### config.mk
export PLATFORM = sky130hd
export DESIGN_NAME = mem_port_ctrl_flat
export DESIGN_NICKNAME = d
export VERILOG_FILES = /design/src/rtl/mem_port_ctrl_pkg.sv /design/src/rtl/mem_port_ctrl_if.sv /design/src/rtl/mem_port_ctrl.sv /design/src/flat_wrapper.sv
export SDC_FILE = /design/constraint.sdc
export NUM_CORES = 1
export LEC_CHECK = 0
export ABC_CLOCK_PERIOD_IN_PS = 2500
export BUFFER_PORTS_ARGS = -buffer_cell sky130_fd_sc_hd__buf_4
export CELL_PAD_IN_SITES_DETAIL_PLACEMENT = 1
export CELL_PAD_IN_SITES_GLOBAL_PLACEMENT = 1
export CORE_MARGIN = 5
export CORE_UTILIZATION = 30
export CTS_BUF_LIST = sky130_fd_sc_hd__clkbuf_4 sky130_fd_sc_hd__clkbuf_8 sky130_fd_sc_hd__clkbuf_16
export DETAILED_ROUTE_END_ITERATION = 10
export PLACE_DENSITY_LB_ADDON = 0.1
export SLEW_MARGIN = 20
export SYNTH_ARGS = -nofsm -noshare
export SYNTH_HDL_FRONTEND = slang
export SYNTH_SLANG_ARGS = --single-unit
### constraint.sdc
create_clock -name clk -period 2.5 [get_ports clk]
set_clock_uncertainty 0.2 [all_clocks]
set_input_delay 0.375 -clock clk [delete_from_list [all_inputs] [get_ports clk]]
set_output_delay 0.375 -clock clk [all_outputs]
set_load 0.01 [all_outputs]
### src/rtl/mem_port_ctrl_pkg.sv
// Shared definitions for the memory-port controller: FSM encoding,
// acknowledge-mode selectors and the saturating wait counter helper.
package mem_port_ctrl_pkg;

  typedef enum logic [1:0] {
    IDLE  = 2'd0,
    ISSUE = 2'd1,
    WAIT  = 2'd2,
    DONE  = 2'd3
  } state_e;

  localparam int ACK_FIXED     = 0;
  localparam int ACK_HANDSHAKE = 1;

  localparam int CNT_W   = 4;
  localparam int CNT_MAX = (1 << CNT_W) - 1;

  // The wait counter sticks at all-ones instead of wrapping back to zero.
  function automatic logic [CNT_W-1:0] satInc(input logic [CNT_W-1:0] value);
    return (value == '1) ? value : value + 1'b1;
  endfunction

endpackage

### src/rtl/mem_port_ctrl_if.sv
// Core-side request/done bundle and RAM-side pin bundle of the memory-port
// controller; the controller is the slave of the core and the master of the RAM.
interface mem_port_ctrl_if #(
  parameter int DATA_W = 32,
  parameter int ADDR_W = 9
);
  logic              read_req;
  logic              write_req;
  logic [ADDR_W-1:0] addr;
  logic [DATA_W-1:0] wdata;
  logic [DATA_W-1:0] rdata;
  logic              stall;
  logic              done;
  logic              bus_err;

  modport master (
    output read_req, write_req, addr, wdata,
    input  rdata, stall, done, bus_err
  );

  modport slave (
    input  read_req, write_req, addr, wdata,
    output rdata, stall, done, bus_err
  );
endinterface

interface mem_port_ctrl_bus_if #(
  parameter int DATA_W = 32,
  parameter int ADDR_W = 9
);
  logic              mem_en;
  logic              mem_we;
  logic [ADDR_W-1:0] mem_addr;
  logic [DATA_W-1:0] mem_wdata;
  logic [DATA_W-1:0] mem_rdata;
  logic              mem_ack;

  modport master (
    output mem_en, mem_we, mem_addr, mem_wdata,
    input  mem_rdata, mem_ack
  );

  modport slave (
    input  mem_en, mem_we, mem_addr, mem_wdata,
    output mem_rdata, mem_ack
  );
endinterface

### src/rtl/mem_port_ctrl.sv
// Memory-port controller: turns held read/write requests from the control unit
// into a timed or acknowledged RAM access, stalling the core until it completes.
module mem_port_ctrl
  import mem_port_ctrl_pkg::*;
#(
  parameter int DATA_W      = 32,
  parameter int ADDR_W      = 9,
  parameter int ACK_MODE    = ACK_FIXED,
  parameter int WAIT_STATES = 1,
  parameter int TIMEOUT     = 15
) (
  input logic                clk,
  input logic                reset,
  mem_port_ctrl_if.slave     cpu,
  mem_port_ctrl_bus_if.master mem
);

  // Limits are clipped to what the 4-bit counter can reach so an access always ends.
  localparam int WS_SAT = (WAIT_STATES > CNT_MAX) ? CNT_MAX : WAIT_STATES;
  localparam int TO_SAT = (TIMEOUT > CNT_MAX) ? CNT_MAX : TIMEOUT;
  localparam logic [CNT_W-1:0] WS_LIMIT = CNT_W'(WS_SAT);
  localparam logic [CNT_W-1:0] TO_LIMIT = CNT_W'(TO_SAT);
  localparam bit SKIP_WAIT = (ACK_MODE == ACK_FIXED) && (WAIT_STATES == 0);

  state_e            state_q, state_d;
  logic [CNT_W-1:0]  count_q, count_d;
  logic [CNT_W-1:0]  countInc;
  logic              isWrite_q, isWrite_d;
  logic              err_q, err_d;
  logic [ADDR_W-1:0] addr_q, addr_d;
  logic [DATA_W-1:0] wdata_q, wdata_d;
  logic [DATA_W-1:0] rdata_q, rdata_d;

  always_ff @(posedge clk) begin
    if (reset) begin
      state_q   <= IDLE;
      count_q   <= '0;
      isWrite_q <= 1'b0;
      err_q     <= 1'b0;
      addr_q    <= '0;
      wdata_q   <= '0;
      rdata_q   <= '0;
    end else begin
      state_q   <= state_d;
      count_q   <= count_d;
      isWrite_q <= isWrite_d;
      err_q     <= err_d;
      addr_q    <= addr_d;
      wdata_q   <= wdata_d;
      rdata_q   <= rdata_d;
    end
  end

  always_comb begin
    state_d   = state_q;
    count_d   = count_q;
    isWrite_d = isWrite_q;
    err_d     = err_q;
    addr_d    = addr_q;
    wdata_d   = wdata_q;
    rdata_d   = rdata_q;
    countInc  = satInc(count_q);

    case (state_q)
      IDLE: begin
        if (cpu.read_req || cpu.write_req) begin
          state_d   = ISSUE;
          addr_d    = cpu.addr;
          wdata_d   = cpu.wdata;
          isWrite_d = cpu.write_req;
          count_d   = '0;
          err_d     = 1'b0;
        end
      end

      ISSUE: begin
        if (SKIP_WAIT) begin
          state_d = DONE;
          if (!isWrite_q) rdata_d = mem.mem_rdata;
        end else begin
          state_d = WAIT;
        end
      end

      // Limits compare against the incremented count so DONE lands exactly on time.
      WAIT: begin
        count_d = countInc;
        if (ACK_MODE == ACK_HANDSHAKE) begin
          if (mem.mem_ack) begin
            state_d = DONE;
            if (!isWrite_q) rdata_d = mem.mem_rdata;
          end else if (countInc >= TO_LIMIT) begin
            state_d = DONE;
            err_d   = 1'b1;
          end
        end else if (countInc >= WS_LIMIT) begin
          state_d = DONE;
          if (!isWrite_q) rdata_d = mem.mem_rdata;
        end
      end

      DONE: begin
        state_d = IDLE;
      end

      default: begin
        state_d = IDLE;
      end
    endcase
  end

  assign mem.mem_en    = (state_q == ISSUE) || (state_q == WAIT);
  assign mem.mem_we    = mem.mem_en && isWrite_q;
  assign mem.mem_addr  = addr_q;
  assign mem.mem_wdata = wdata_q;

  assign cpu.rdata   = rdata_q;
  assign cpu.done    = (state_q == DONE);
  assign cpu.bus_err = (state_q == DONE) && err_q;
  assign cpu.stall   = ((state_q != IDLE) && (state_q != DONE)) ||
                       ((state_q == IDLE) && (cpu.read_req || cpu.write_req));

endmodule

### src/flat_wrapper.sv
// flat-port wrapper written by rule: the top's interface ports become plain ports
module mem_port_ctrl_flat import mem_port_ctrl_pkg::*;
#(
  parameter int DATA_W      = 32,
  parameter int ADDR_W      = 9,
  parameter int ACK_MODE    = ACK_FIXED,
  parameter int WAIT_STATES = 1,
  parameter int TIMEOUT     = 15
)
  (clk, reset, cpu_read_req, cpu_write_req, cpu_addr, cpu_wdata, cpu_rdata, cpu_stall, cpu_done, cpu_bus_err, mem_mem_en, mem_mem_we, mem_mem_addr, mem_mem_wdata, mem_mem_rdata, mem_mem_ack);
  mem_port_ctrl_if #(.DATA_W(DATA_W), .ADDR_W(ADDR_W)) cpu_i ();
  mem_port_ctrl_bus_if #(.DATA_W(DATA_W), .ADDR_W(ADDR_W)) mem_i ();
  input logic clk;
  input logic reset;
  input wire logic [$bits(cpu_i.read_req)-1:0] cpu_read_req;
  input wire logic [$bits(cpu_i.write_req)-1:0] cpu_write_req;
  input wire logic [$bits(cpu_i.addr)-1:0] cpu_addr;
  input wire logic [$bits(cpu_i.wdata)-1:0] cpu_wdata;
  output wire logic [$bits(cpu_i.rdata)-1:0] cpu_rdata;
  output wire logic [$bits(cpu_i.stall)-1:0] cpu_stall;
  output wire logic [$bits(cpu_i.done)-1:0] cpu_done;
  output wire logic [$bits(cpu_i.bus_err)-1:0] cpu_bus_err;
  output wire logic [$bits(mem_i.mem_en)-1:0] mem_mem_en;
  output wire logic [$bits(mem_i.mem_we)-1:0] mem_mem_we;
  output wire logic [$bits(mem_i.mem_addr)-1:0] mem_mem_addr;
  output wire logic [$bits(mem_i.mem_wdata)-1:0] mem_mem_wdata;
  input wire logic [$bits(mem_i.mem_rdata)-1:0] mem_mem_rdata;
  input wire logic [$bits(mem_i.mem_ack)-1:0] mem_mem_ack;
  assign cpu_i.read_req = cpu_read_req;
  assign cpu_i.write_req = cpu_write_req;
  assign cpu_i.addr = cpu_addr;
  assign cpu_i.wdata = cpu_wdata;
  assign cpu_rdata = cpu_i.rdata;
  assign cpu_stall = cpu_i.stall;
  assign cpu_done = cpu_i.done;
  assign cpu_bus_err = cpu_i.bus_err;
  assign mem_mem_en = mem_i.mem_en;
  assign mem_mem_we = mem_i.mem_we;
  assign mem_mem_addr = mem_i.mem_addr;
  assign mem_mem_wdata = mem_i.mem_wdata;
  assign mem_i.mem_rdata = mem_mem_rdata;
  assign mem_i.mem_ack = mem_mem_ack;
  mem_port_ctrl #(.DATA_W(DATA_W), .ADDR_W(ADDR_W), .ACK_MODE(ACK_MODE), .WAIT_STATES(WAIT_STATES), .TIMEOUT(TIMEOUT)) u_core (.clk(clk), .reset(reset), .cpu(cpu_i), .mem(mem_i));
endmodule
After elaboration in Yosys (flattened, before gate mapping)
Cells that the tools add are included.
{"block": "totals", "regBits": 80, "input_bits": 78, "out_inout_bits": 78, "elab_cells": 35}
{"block": "op_classes", "add_sub_neg": 1, "n_lt_le_gt_ge": 1, "n_eq_ne": 7, "n_mux": 6, "bitwise_logic": 1, "reduce_logical": 13}
{"cell": "4-bit 2-to-1 mux", "count": 2}
{"cell": "2-bit case mux with 4 select lines", "count": 1}
{"cell": "4-bit case mux with 2 select lines", "count": 1}
{"cell": "2-bit AND reduction", "count": 3}
{"cell": "4-bit by 1-bit adder with 4-bit output, second input constant", "count": 1}
{"cell": "2-bit == test, second input constant", "count": 2}
{"cell": "4-bit == test, second input constant", "count": 1}
{"cell": "4-bit by 1-bit >= comparator with 1-bit output, second input constant", "count": 1}
{"cell": "2-bit 2-to-1 mux", "count": 2}
{"cell": "2-bit by 1-bit inequality test with 1-bit output, second input constant", "count": 2}
{"cell": "2-bit nonzero test", "count": 2}
{"cell": "1-bit logical AND", "count": 3}
{"cell": "1-bit logical OR", "count": 3}
{"cell": "3-bit AND reduction", "count": 1}
{"cell": "2-bit by 1-bit == test with 1-bit output, second input constant", "count": 1}
{"cell": "2-bit zero test", "count": 1}
{"cell": "2-bit inequality test, second input constant", "count": 1}
{"cell": "1-bit inverter", "count": 1}

Longest topological paths before layout
Gate-level depths: netlist (run 1).
{"block": "depth", "depth_word": 5, "ltp_mapped": 7, "ltp_nobuf": 6}

Worst setup path after synthesis (run 1)
No wires, ideal clock.
{"block": "synth_path", "path_kind": "register to register", "startpoint": "register u_core.count_q[0]", "endpoint": "register u_core.rdata_q[0], in the netlist u_core.cpu.rdata[0]", "setup_time_ns": 0.072, "arrival_ns": 1.598, "required_time_ns": 2.228, "path_slack_ns": 0.631, "stages_incl_launch_ff": 8, "path_buffers": 2, "period_less_slack_ns": 1.869, "path_cell_list": "dfxtp_1 -> ha_1 -> and3b_1 -> o211a_1 -> nor3b_2 -> buf_6 -> buf_12 -> mux2i_1"}
{"block": "synth_between", "elab_chain_len": 4, "word_cells_on_any_way": 5, "cone_classes": "add/sub: 1; order compare: 1; eq/ne: 1; mux: 1; reduce/logical: 1"}
{"element": "start, declared", "line_no": "mem_port_ctrl.sv:26", "source": "logic [CNT_W-1:0] count_q, count_d;"}
{"element": "start signal, assigned", "line_no": "mem_port_ctrl.sv:45", "source": "count_q <= count_d;"}
{"element": "4-bit by 1-bit adder with 4-bit output / 4-bit == test (equally long branches)", "line_no": "mem_port_ctrl_pkg.sv:20", "source": "return (value == '1) ? value : value + 1'b1;"}
{"element": "4-bit 2-to-1 mux *", "line_no": "mem_port_ctrl_pkg.sv:20"}
{"element": "4-bit by 1-bit >= comparator with 1-bit output *", "line_no": "mem_port_ctrl.sv:96", "source": "end else if (countInc >= WS_LIMIT) begin"}
{"element": "3-bit AND reduction (no source line) *"}
{"element": "end signal, assigned", "line_no": "mem_port_ctrl.sv:50", "source": "rdata_q <= rdata_d;"}
{"element": "end, declared", "line_no": "mem_port_ctrl.sv:32", "source": "logic [DATA_W-1:0] rdata_q, rdata_d;"}
Every way passes the cells marked *; elsewhere a longest branch is shown, timed or not.
A chain may end at the register's enable or synchronous reset.

Final worst setup path (run 1)
{"block": "layout_path", "startpoint": "register u_core.state_q[0]", "endpoint": "output port cpu_stall"}
{"block": "layout_between", "elab_chain_len": 3, "word_cells_on_any_way": 6, "cone_classes": "eq/ne: 1; reduce/logical: 5"}
{"element": "start, declared", "line_no": "mem_port_ctrl.sv:25", "source": "state_e state_q, state_d;"}
{"element": "start signal, assigned", "line_no": "mem_port_ctrl.sv:44", "source": "state_q <= state_d;"}
{"element": "2-bit inequality test, or another cell as far along", "line_no": "mem_port_ctrl.sv:120", "source": "assign cpu.stall = ((state_q != IDLE) && (state_q != DONE)) ||"}
{"element": "1-bit logical AND, on equally long branches", "line_no": "mem_port_ctrl.sv:120, mem_port_ctrl.sv:121"}
{"element": "1-bit logical OR *", "line_no": "mem_port_ctrl.sv:120"}
{"element": "end, declared", "line_no": "flat_wrapper.sv:20", "source": "output wire logic [$bits(cpu_i.stall)-1:0] cpu_stall;"}
Marked as above.

==> metrics.log, run 1 <==
[metrics] pin count of the biggest net entering global routing: 53
[metrics] Flop pwr share: 38.9%
[metrics] number of nets at the end of the flow: 599
[metrics] switching pwr: 1.48 mW
[metrics] Bufs on Longest Clock Path: 2
[metrics] Worst Hold Margin: 0.0655 ns
[metrics] Synth Area in Adders: 1.52%
[metrics] IO Count: 156
[metrics] setup-violating endpoint count in the final report: 0
[metrics] data required time of the worst path: 1.92 ns
[metrics] series of cell instances along the critical path: inv_1 -> ha_1 -> nor3b_2 -> a21oi_1 -> buf_4
[metrics] type of the worst min-delay path: in -> reg
[metrics] shortest clock period the worst path allows after layout: 2.20 ns
[metrics] layout cells sized above 1: 34.7%
[metrics] multi-input logic area: 0.00155 sq mm
[metrics] synthesized area divided by synthesized cell count: 8.86 sq um
[metrics] worst hold path stage count: 3
[metrics] max-cap violations: 0
[metrics] global-route wire length before repair: 15,200 um
[metrics] startpoint type of the worst setup path: flop
[metrics] # fillers: 1,287
[metrics] hold violation count in the final report: 0
[metrics] Synth Instances: 372
[metrics] sw frac: 34.2%
[metrics] average vias per placed instance: 4.52
[metrics] site row count: 38
[metrics] Post-synth EDFFs: 0
[metrics] Pwr per Cell Area: 904 mW/mm^2
[metrics] Slew headroom: 60.1%
[metrics] fraction of the yosys area taken by sequential cells: 48.6%
[metrics] worst reg-to-reg path cell count: 6
[metrics] relative contribution of combinational cells to total power: 38.2%
[metrics] Inserted Diodes: 0
[metrics] flip-flop and latch count after synthesis: 80
[metrics] worst-case vdd ir drop: 385 uV
[metrics] unrepaired setup endpoints after global routing: no
[metrics] share of synthesized area spent on multiplexers: 10.0%
[metrics] Iteration-0 DRC Markers: 145
[metrics] largest stage delay on the critical path: 0.34 ns
[metrics] clk_lat worst skew: 0.34 ns
[metrics] worst setup margin: 0.297 ns
[metrics] sum of overflow across all layers after global routing: 0
[metrics] area of the core: 0.0108 sq mm
[metrics] initial standard-cell utilization of the core: 30.5%
[metrics] antenna violations before repair: 0
[metrics] area of the die: 0.0132 sq mm
[metrics] Clock power frac: 22.9%
[metrics] clock root buffer: sky130_fd_sc_hd__clkbuf_8
[metrics] hold-fix buffers at CTS: 0
[metrics] Util after Layout: 44.3%
[metrics] slew at the pin closest to its max-slew limit: 0.597 ns
[metrics] overall track demand over capacity in global routing: 14.3%
[metrics] overall power: 4.32 mW
[metrics] endpoint type of the worst setup path: primary output
[metrics] number of sinks driven by the clock tree: 80
[metrics] aggregate routed wire length: 9440 um
[metrics] clock-pin slew of the registers on the worst-case setup and hold paths: 0.09 ns
[metrics] compound-cell area share of the yosys netlist: 8.66%
[metrics] total number of vias: 2,990
[metrics] fraction of registers with async set/reset: 0%
[metrics] estimated wirelength of the detail-placed design: 6910 um
[metrics] Setup Total Neg Slack: 0 ns
[metrics] P_leak: 2.10 nW
[metrics] CP arrival: 1.63 ns
[metrics] routed length per instance: 14.3 um
[metrics] fmax: 454 MHz
[metrics] TritonCTS clock tree: done
[metrics] unique cell type count in the Yosys netlist: 31
[metrics] CP Class: reg -> out
[metrics] slowest stage cell on the critical path: sky130_fd_sc_hd__dfxtp_1
[metrics] via count of the first global-routing pass: 3,054
[metrics] setup slack, reg-to-reg: 0.40 ns
[metrics] area share of xor/xnor cells in the synthesized design: 0%
[metrics] Die Y-Extent: 115 um
[metrics] storage element area: 0.00160 sq mm
[metrics] status: finished, final reports clean
[metrics] highest net fanout along the worst path: 5
[metrics] chip width: 115 um
[metrics] combined area of all synthesized cells: 0.00329 sq mm
[metrics] net count after synthesis: 454
[metrics] area delta synth->final: 45.2%
[metrics] DR DRC count: 0
[metrics] number of warnings printed during yosys synthesis: 0
[metrics] portion of the clock cycle consumed by the worst path in the final layout: 88.1%
[metrics] internal power summed over all cells: 2.84 mW
[metrics] fin. max-slew vios: 0
[metrics] number of buffers created by CTS: 9
[metrics] Final Wtd Congestion: 0.712
[metrics] number of iterations in the first detailed-routing pass: 4
[metrics] dominant combinational cell family by area after synthesis: simple AND/OR/NAND/NOR gates
[metrics] CTS HTree Levels: 3
[metrics] post-route ant nets: 0
[metrics] top flip-flop cell by instance count after synthesis: sky130_fd_sc_hd__dfxtp_1
[metrics] dpl ws: 0.398 ns
[metrics] number of buffers inserted by port buffering: 153
[metrics] simple-gate portion of the synthesized area: 26.0%
[per-stage QoR]
step	instance area [sq um]	std cells
after floorplan	3290	372
after global placement	4550	645
after detailed placement	4570	646
after CTS	4780	662
after global routing	4780	662
final	4780	662
[final cells by class]
type / instances / share of cell area, %
clock buffer: 11 / 3.16
clock inverter: 5 / 1.15
tap: 140 / 3.66
inverter: 3 / 0.235
sequential: 80 / 33.5
multi-input combinational: 264 / 32.4
timing repair buffer: 159 / 25.9
[cell usage in the layout, fill, tap and decap left out, drive strengths merged, types with 2 or more instances in the layout]
| master | netlist | routed |
|---|---|---|
| nor3b | 2 | 2 |
| dfxtp | 80 | 80 |
| nor3 | 2 | 2 |
| nand3b | 3 | 3 |
| nor2 | 7 | 7 |
| nand2 | 85 | 85 |
| and3 | 2 | 2 |
| mux2i | 33 | 33 |
| clkinv | 0 | 2 |
| clkbuf | 16 | 11 |
| clkinvlp | 0 | 2 |
| buf | 9 | 159 |
| nand2b | 66 | 66 |
| inv | 3 | 3 |
| a21oi | 49 | 49 |
| ha | 4 | 4 |
[kinds of logic after synthesis]
family          count (synthesis)
simple gates                  172
compound gates                 54
flops                          80
mux                            33
other cells                     1
buf+inv                        28
fa+ha+maj                       4
[repair_timing]
action,in CTS,in global routing
setup buffers,0,0
setup endpoints to repair,0,1
resized for setup,0,1
[cell usage after synthesis, types with 2 or more instances]
master,instances,area share (%)
sky130_fd_sc_hd__buf_12,3,1.8
sky130_fd_sc_hd__nand2_1,85,9.7
sky130_fd_sc_hd__inv_1,3,0.34
sky130_fd_sc_hd__clkbuf_1,16,1.8
sky130_fd_sc_hd__buf_1,3,0.34
sky130_fd_sc_hd__nand3b_1,3,0.68
sky130_fd_sc_hd__ha_1,4,1.5
sky130_fd_sc_hd__a21oi_1,49,7.4
sky130_fd_sc_hd__nor2_1,7,0.80
sky130_fd_sc_hd__nor3_1,2,0.30
sky130_fd_sc_hd__mux2i_1,33,10
sky130_fd_sc_hd__dfxtp_1,80,49
sky130_fd_sc_hd__nand2b_1,66,13
[metal layers]
metal	routed length [um]	part of all wire, %	GRT usage [%]
met1	3950	42	17.3
met3	1010	11	6.21
met5	0	0	0
met4	90	0.95	4.46
met2	4390	47	23.1
[final timing paths]
check                                 from                       end
setup reg to reg         u_core.count_q[0]      u_core.cpu.rdata[25]
hold / removal               cpu_wdata[16]  u_core.mem.mem_wdata[16]
hold reg to reg   u_core.mem.mem_wdata[30]  u_core.mem.mem_wdata[30]
setup / recovery         u_core.state_q[0]                 cpu_stall
[flip-flops by register name (all words and copies together) (netlist names)]
signal / flops
u_core.cpu.rdata: 32
u_core.state_q: 2
u_core.mem.mem_wdata: 32
u_core.mem.mem_addr: 9
u_core.count_q: 4
u_core.isWrite_q: 1
[power groups by stage]
stage                     sequential [mW]  combinational (mW)  clock, mW
after global routing                 1.72                1.83       1.10
after CTS                            1.69                1.70       1.04
after detailed placement             1.71                1.69          0
after global placement               1.70                1.61          0
final                                1.68                1.65      0.989
after floorplan                      1.81               0.832          0
[worst max-delay path: cells and delay by family (launching register included)]
kind                       cells  cell delay (ns)
AOI/OAI and AO/OA              1             0.09
adders and majority gates      1             0.27
buffers and inverters          2             0.25
DFF                            1             0.34
and+or+nand+nor                1             0.34
(Power assumes the default switching activity.)
==> run 2, diff against run 1 <==
--- a/config.mk
+++ b/config.mk
@@ -5,7 +5,7 @@
 export SDC_FILE = /design/constraint.sdc
 export NUM_CORES = 1
 export LEC_CHECK = 0
-export ABC_CLOCK_PERIOD_IN_PS = 2500
+export ABC_CLOCK_PERIOD_IN_PS = 1800
 export BUFFER_PORTS_ARGS = -buffer_cell sky130_fd_sc_hd__buf_4
 export CELL_PAD_IN_SITES_DETAIL_PLACEMENT = 1
 export CELL_PAD_IN_SITES_GLOBAL_PLACEMENT = 1
@@ -13,7 +13,7 @@
 export CORE_UTILIZATION = 30
 export CTS_BUF_LIST = sky130_fd_sc_hd__clkbuf_4 sky130_fd_sc_hd__clkbuf_8 sky130_fd_sc_hd__clkbuf_16
 export DETAILED_ROUTE_END_ITERATION = 10
-export PLACE_DENSITY_LB_ADDON = 0.1
+export PLACE_DENSITY_LB_ADDON = 0.05
 export SLEW_MARGIN = 20
 export SYNTH_ARGS = -nofsm -noshare
 export SYNTH_HDL_FRONTEND = slang
==> constraint.sdc (replaced) <==
create_clock -name clk -period 1.8 [get_ports clk]
set_clock_uncertainty 0.2 [all_clocks]
set_input_delay 0.27 -clock clk [delete_from_list [all_inputs] [get_ports clk]]
set_output_delay 0.27 -clock clk [all_outputs]
set_load 0.01 [all_outputs]
==> metrics.log, run 2 (synthesis results as in run 1) <==
[metrics] initial standard-cell utilization of the core: 30.5% (unchanged)
[metrics] P_leak: 2.49 nW (+19%)
[metrics] CTS HTree Levels: 3 (unchanged)
[metrics] clock root buffer: sky130_fd_sc_hd__clkbuf_8
[metrics] type of the worst min-delay path: in -> reg
[metrics] total number of vias: 3,330 (+11%)
[metrics] unrepaired setup endpoints after global routing: yes
[metrics] routed length per instance: 14.7 um (+3.0%)
[metrics] estimated wirelength of the detail-placed design: 6990 um (+1.1%)
[metrics] portion of the clock cycle consumed by the worst path in the final layout: 109%
[metrics] data required time of the worst path: 1.87 ns (-0.05 ns)
[metrics] highest-count cells in the layout ignoring fill and taps: 169 x sky130_fd_sc_hd__buf_4, 85 x sky130_fd_sc_hd__nand2_1, 76 x sky130_fd_sc_hd__dfxtp_1, 72 x sky130_fd_sc_hd__dlygate4sd3_1, 66 x sky130_fd_sc_hd__nand2b_1
[metrics] number of nets at the end of the flow: 688 (+15%)
[metrics] site row count: 38 (unchanged)
[metrics] worst-case vdd ir drop: 614 uV (+59%)
[metrics] global-route wire length before repair: 17,500 um (+15%)
[metrics] pin count of the biggest net entering global routing: 66 (+25%)
[metrics] setup-violating endpoint count in the final report: 33 (+33)
[metrics] relative contribution of combinational cells to total power: 43.4% (+5.2 points)
[metrics] number of sinks driven by the clock tree: 80 (unchanged)
[metrics] Die Y-Extent: 115 um (unchanged)
[metrics] violated checks: negative setup slack
[metrics] startpoint type of the worst setup path: flop
[metrics] average vias per placed instance: 4.45 (-1.4%)
[metrics] clock-pin slew of the registers on the worst-case setup and hold paths: 0.08 ns (about the same)
[metrics] Clock power frac: 18.9% (-4.0 points)
[metrics] Iteration-0 DRC Markers: 74 (-49%)
[metrics] number of standard cells in the layout, taps in and fillers out: 748 (+13%)
[metrics] TritonCTS clock tree: done
[metrics] switching pwr: 2.13 mW (+44%)
[metrics] Flop pwr share: 37.7% (-1.2 points)
[metrics] Bufs on Longest Clock Path: 2 (unchanged)
[metrics] fin. max-slew vios: 0 (unchanged)
[metrics] overall track demand over capacity in global routing: 16.9% (+2.6 points)
[metrics] highest net fanout along the worst path: 6 (+1)
[metrics] # fillers: 1,243 (-3.4%)
[metrics] setup slack, reg-to-reg: -0.16 ns (-0.56 ns)
[metrics] Placed Instances: 655 (+1.4%)
[metrics] via count of the first global-routing pass: 3,623 (+19%)
[metrics] chip width: 115 um (unchanged)
[metrics] worst setup margin: -0.156 ns (-0.452 ns)
[metrics] Final Wtd Congestion: 0.736 (+3.4%)
[metrics] most common cell after layout, fill and taps aside: sky130_fd_sc_hd__buf_4
[metrics] number of buffers created by CTS: 9 (unchanged)
[metrics] CP Class: reg -> reg
[metrics] post-route ant nets: 0 (unchanged)
[metrics] clk_lat worst skew: 0.35 ns (about the same)
[metrics] layout cells sized above 1: 34.2% (-0.46 points)
[metrics] internal power summed over all cells: 4.13 mW (+45%)
[metrics] sum of overflow across all layers after global routing: 0 (unchanged)
[metrics] overall power: 6.26 mW (+45%)
[metrics] hold violation count in the final report: 0 (unchanged)
[metrics] IO Count: 156 (unchanged)
[metrics] status: complete, but fails checks
[metrics] number of iterations in the first detailed-routing pass: 4 (unchanged)
[metrics] DR DRC count: 0 (unchanged)
[metrics] fmax: 511 MHz
[metrics] shortest clock period the worst path allows after layout: 1.96 ns
[metrics] area of the core: 0.0108 sq mm (unchanged)
[metrics] Pwr per Cell Area: 1100 mW/mm^2 (+22%)
[metrics] area delta synth->final: 72.6%
[metrics] sw frac: 34.1% (-0.18 points)
[metrics] CP arrival: 2.02 ns (+0.39 ns)
[metrics] area of the die: 0.0132 sq mm (unchanged)
[metrics] Inserted Diodes: 0 (unchanged)
[metrics] endpoint type of the worst setup path: flop
[metrics] antenna violations before repair: 0 (unchanged)
[metrics] max-cap violations: 0 (unchanged)
[metrics] Design Area, Final: 0.00569 sq mm (+19%)
[metrics] number of buffers inserted by port buffering: 153 (unchanged)
[metrics] area post-placement: 0.00464 sq mm (+1.5%)
[metrics] aggregate routed wire length: 11,000 um (+16%)
## run 2: metal layers
layer,vias to the layer above,part of all wire (%),GRT usage (%)
met2,100,50,30.0
met4,0,2.3,7.59
met5,-,0,0
met1,1547,39,18.3
li1,1665,-,-
met3,18,8.3,5.47
## run 2: area by class of cell
cell class	instances	area [sq um]	share of cell area (%)
Clock inverter	1	5.00	0.0880
Multi-Input combinational cell	264	1600	28.1
Inverter	3	13.8	0.242
Clock buffer	12	159	2.79
Tap cell	140	175	3.08
Timing Repair Buffer	248	2130	37.4
Sequential cell	80	1610	28.3
## run 2: stage by stage
step,hold WS (ns),utilization (%),TNS [ns],setup slack (ns)
after floorplan,0.206,-,0,0.00289
after global placement,0.242,43.0,-1.49,-0.0543
after detailed placement,0.249,43.0,-3.93,-0.172
after CTS,0.00119,52.4,-3.82,-0.161
after global routing,0.0286,52.7,-6.32,-0.244
final,0.0273,52.7,-3.37,-0.156
## run 2: power groups by stage
stage	sequential (mW)	combinational [mW]	clock, mW
after global placement	2.36	2.36	0
final	2.36	2.72	1.18
after global routing	2.41	2.99	1.32
after detailed placement	2.38	2.40	0
after floorplan	2.51	1.16	0
after CTS	2.35	2.74	1.25
## run 2: repair_timing
item,4_1_cts,5_1_grt
resized for setup,16,8
pin swaps,2,3
hold endpoints to repair,72,0
cloned,2,0
setup buffers,4,3
endpoints found under the setup margin,34,35
hold buffers,72,0
## run 2: worst paths after layout
kind	start	end	cells after the start
min	mem_mem_rdata[2]	u_core.cpu.rdata[2]	3
max reg2reg	u_core.count_q[1]	u_core.cpu.rdata[13]	7
max	u_core.count_q[1]	u_core.cpu.rdata[13]	7
min reg2reg	u_core.mem.mem_addr[5]	u_core.mem.mem_addr[5]	2
## run 2: critical path, cell delays in order, from the launching register on
cell and delay (ns):
sky130_fd_sc_hd__dfxtp_2 0.34, sky130_fd_sc_hd__ha_4 0.16, sky130_fd_sc_hd__and3b_1 0.16, sky130_fd_sc_hd__o211a_1 0.24, sky130_fd_sc_hd__nor3b_4 0.25, sky130_fd_sc_hd__buf_6 0.17
sky130_fd_sc_hd__buf_12 0.13, sky130_fd_sc_hd__mux2i_2 0.21
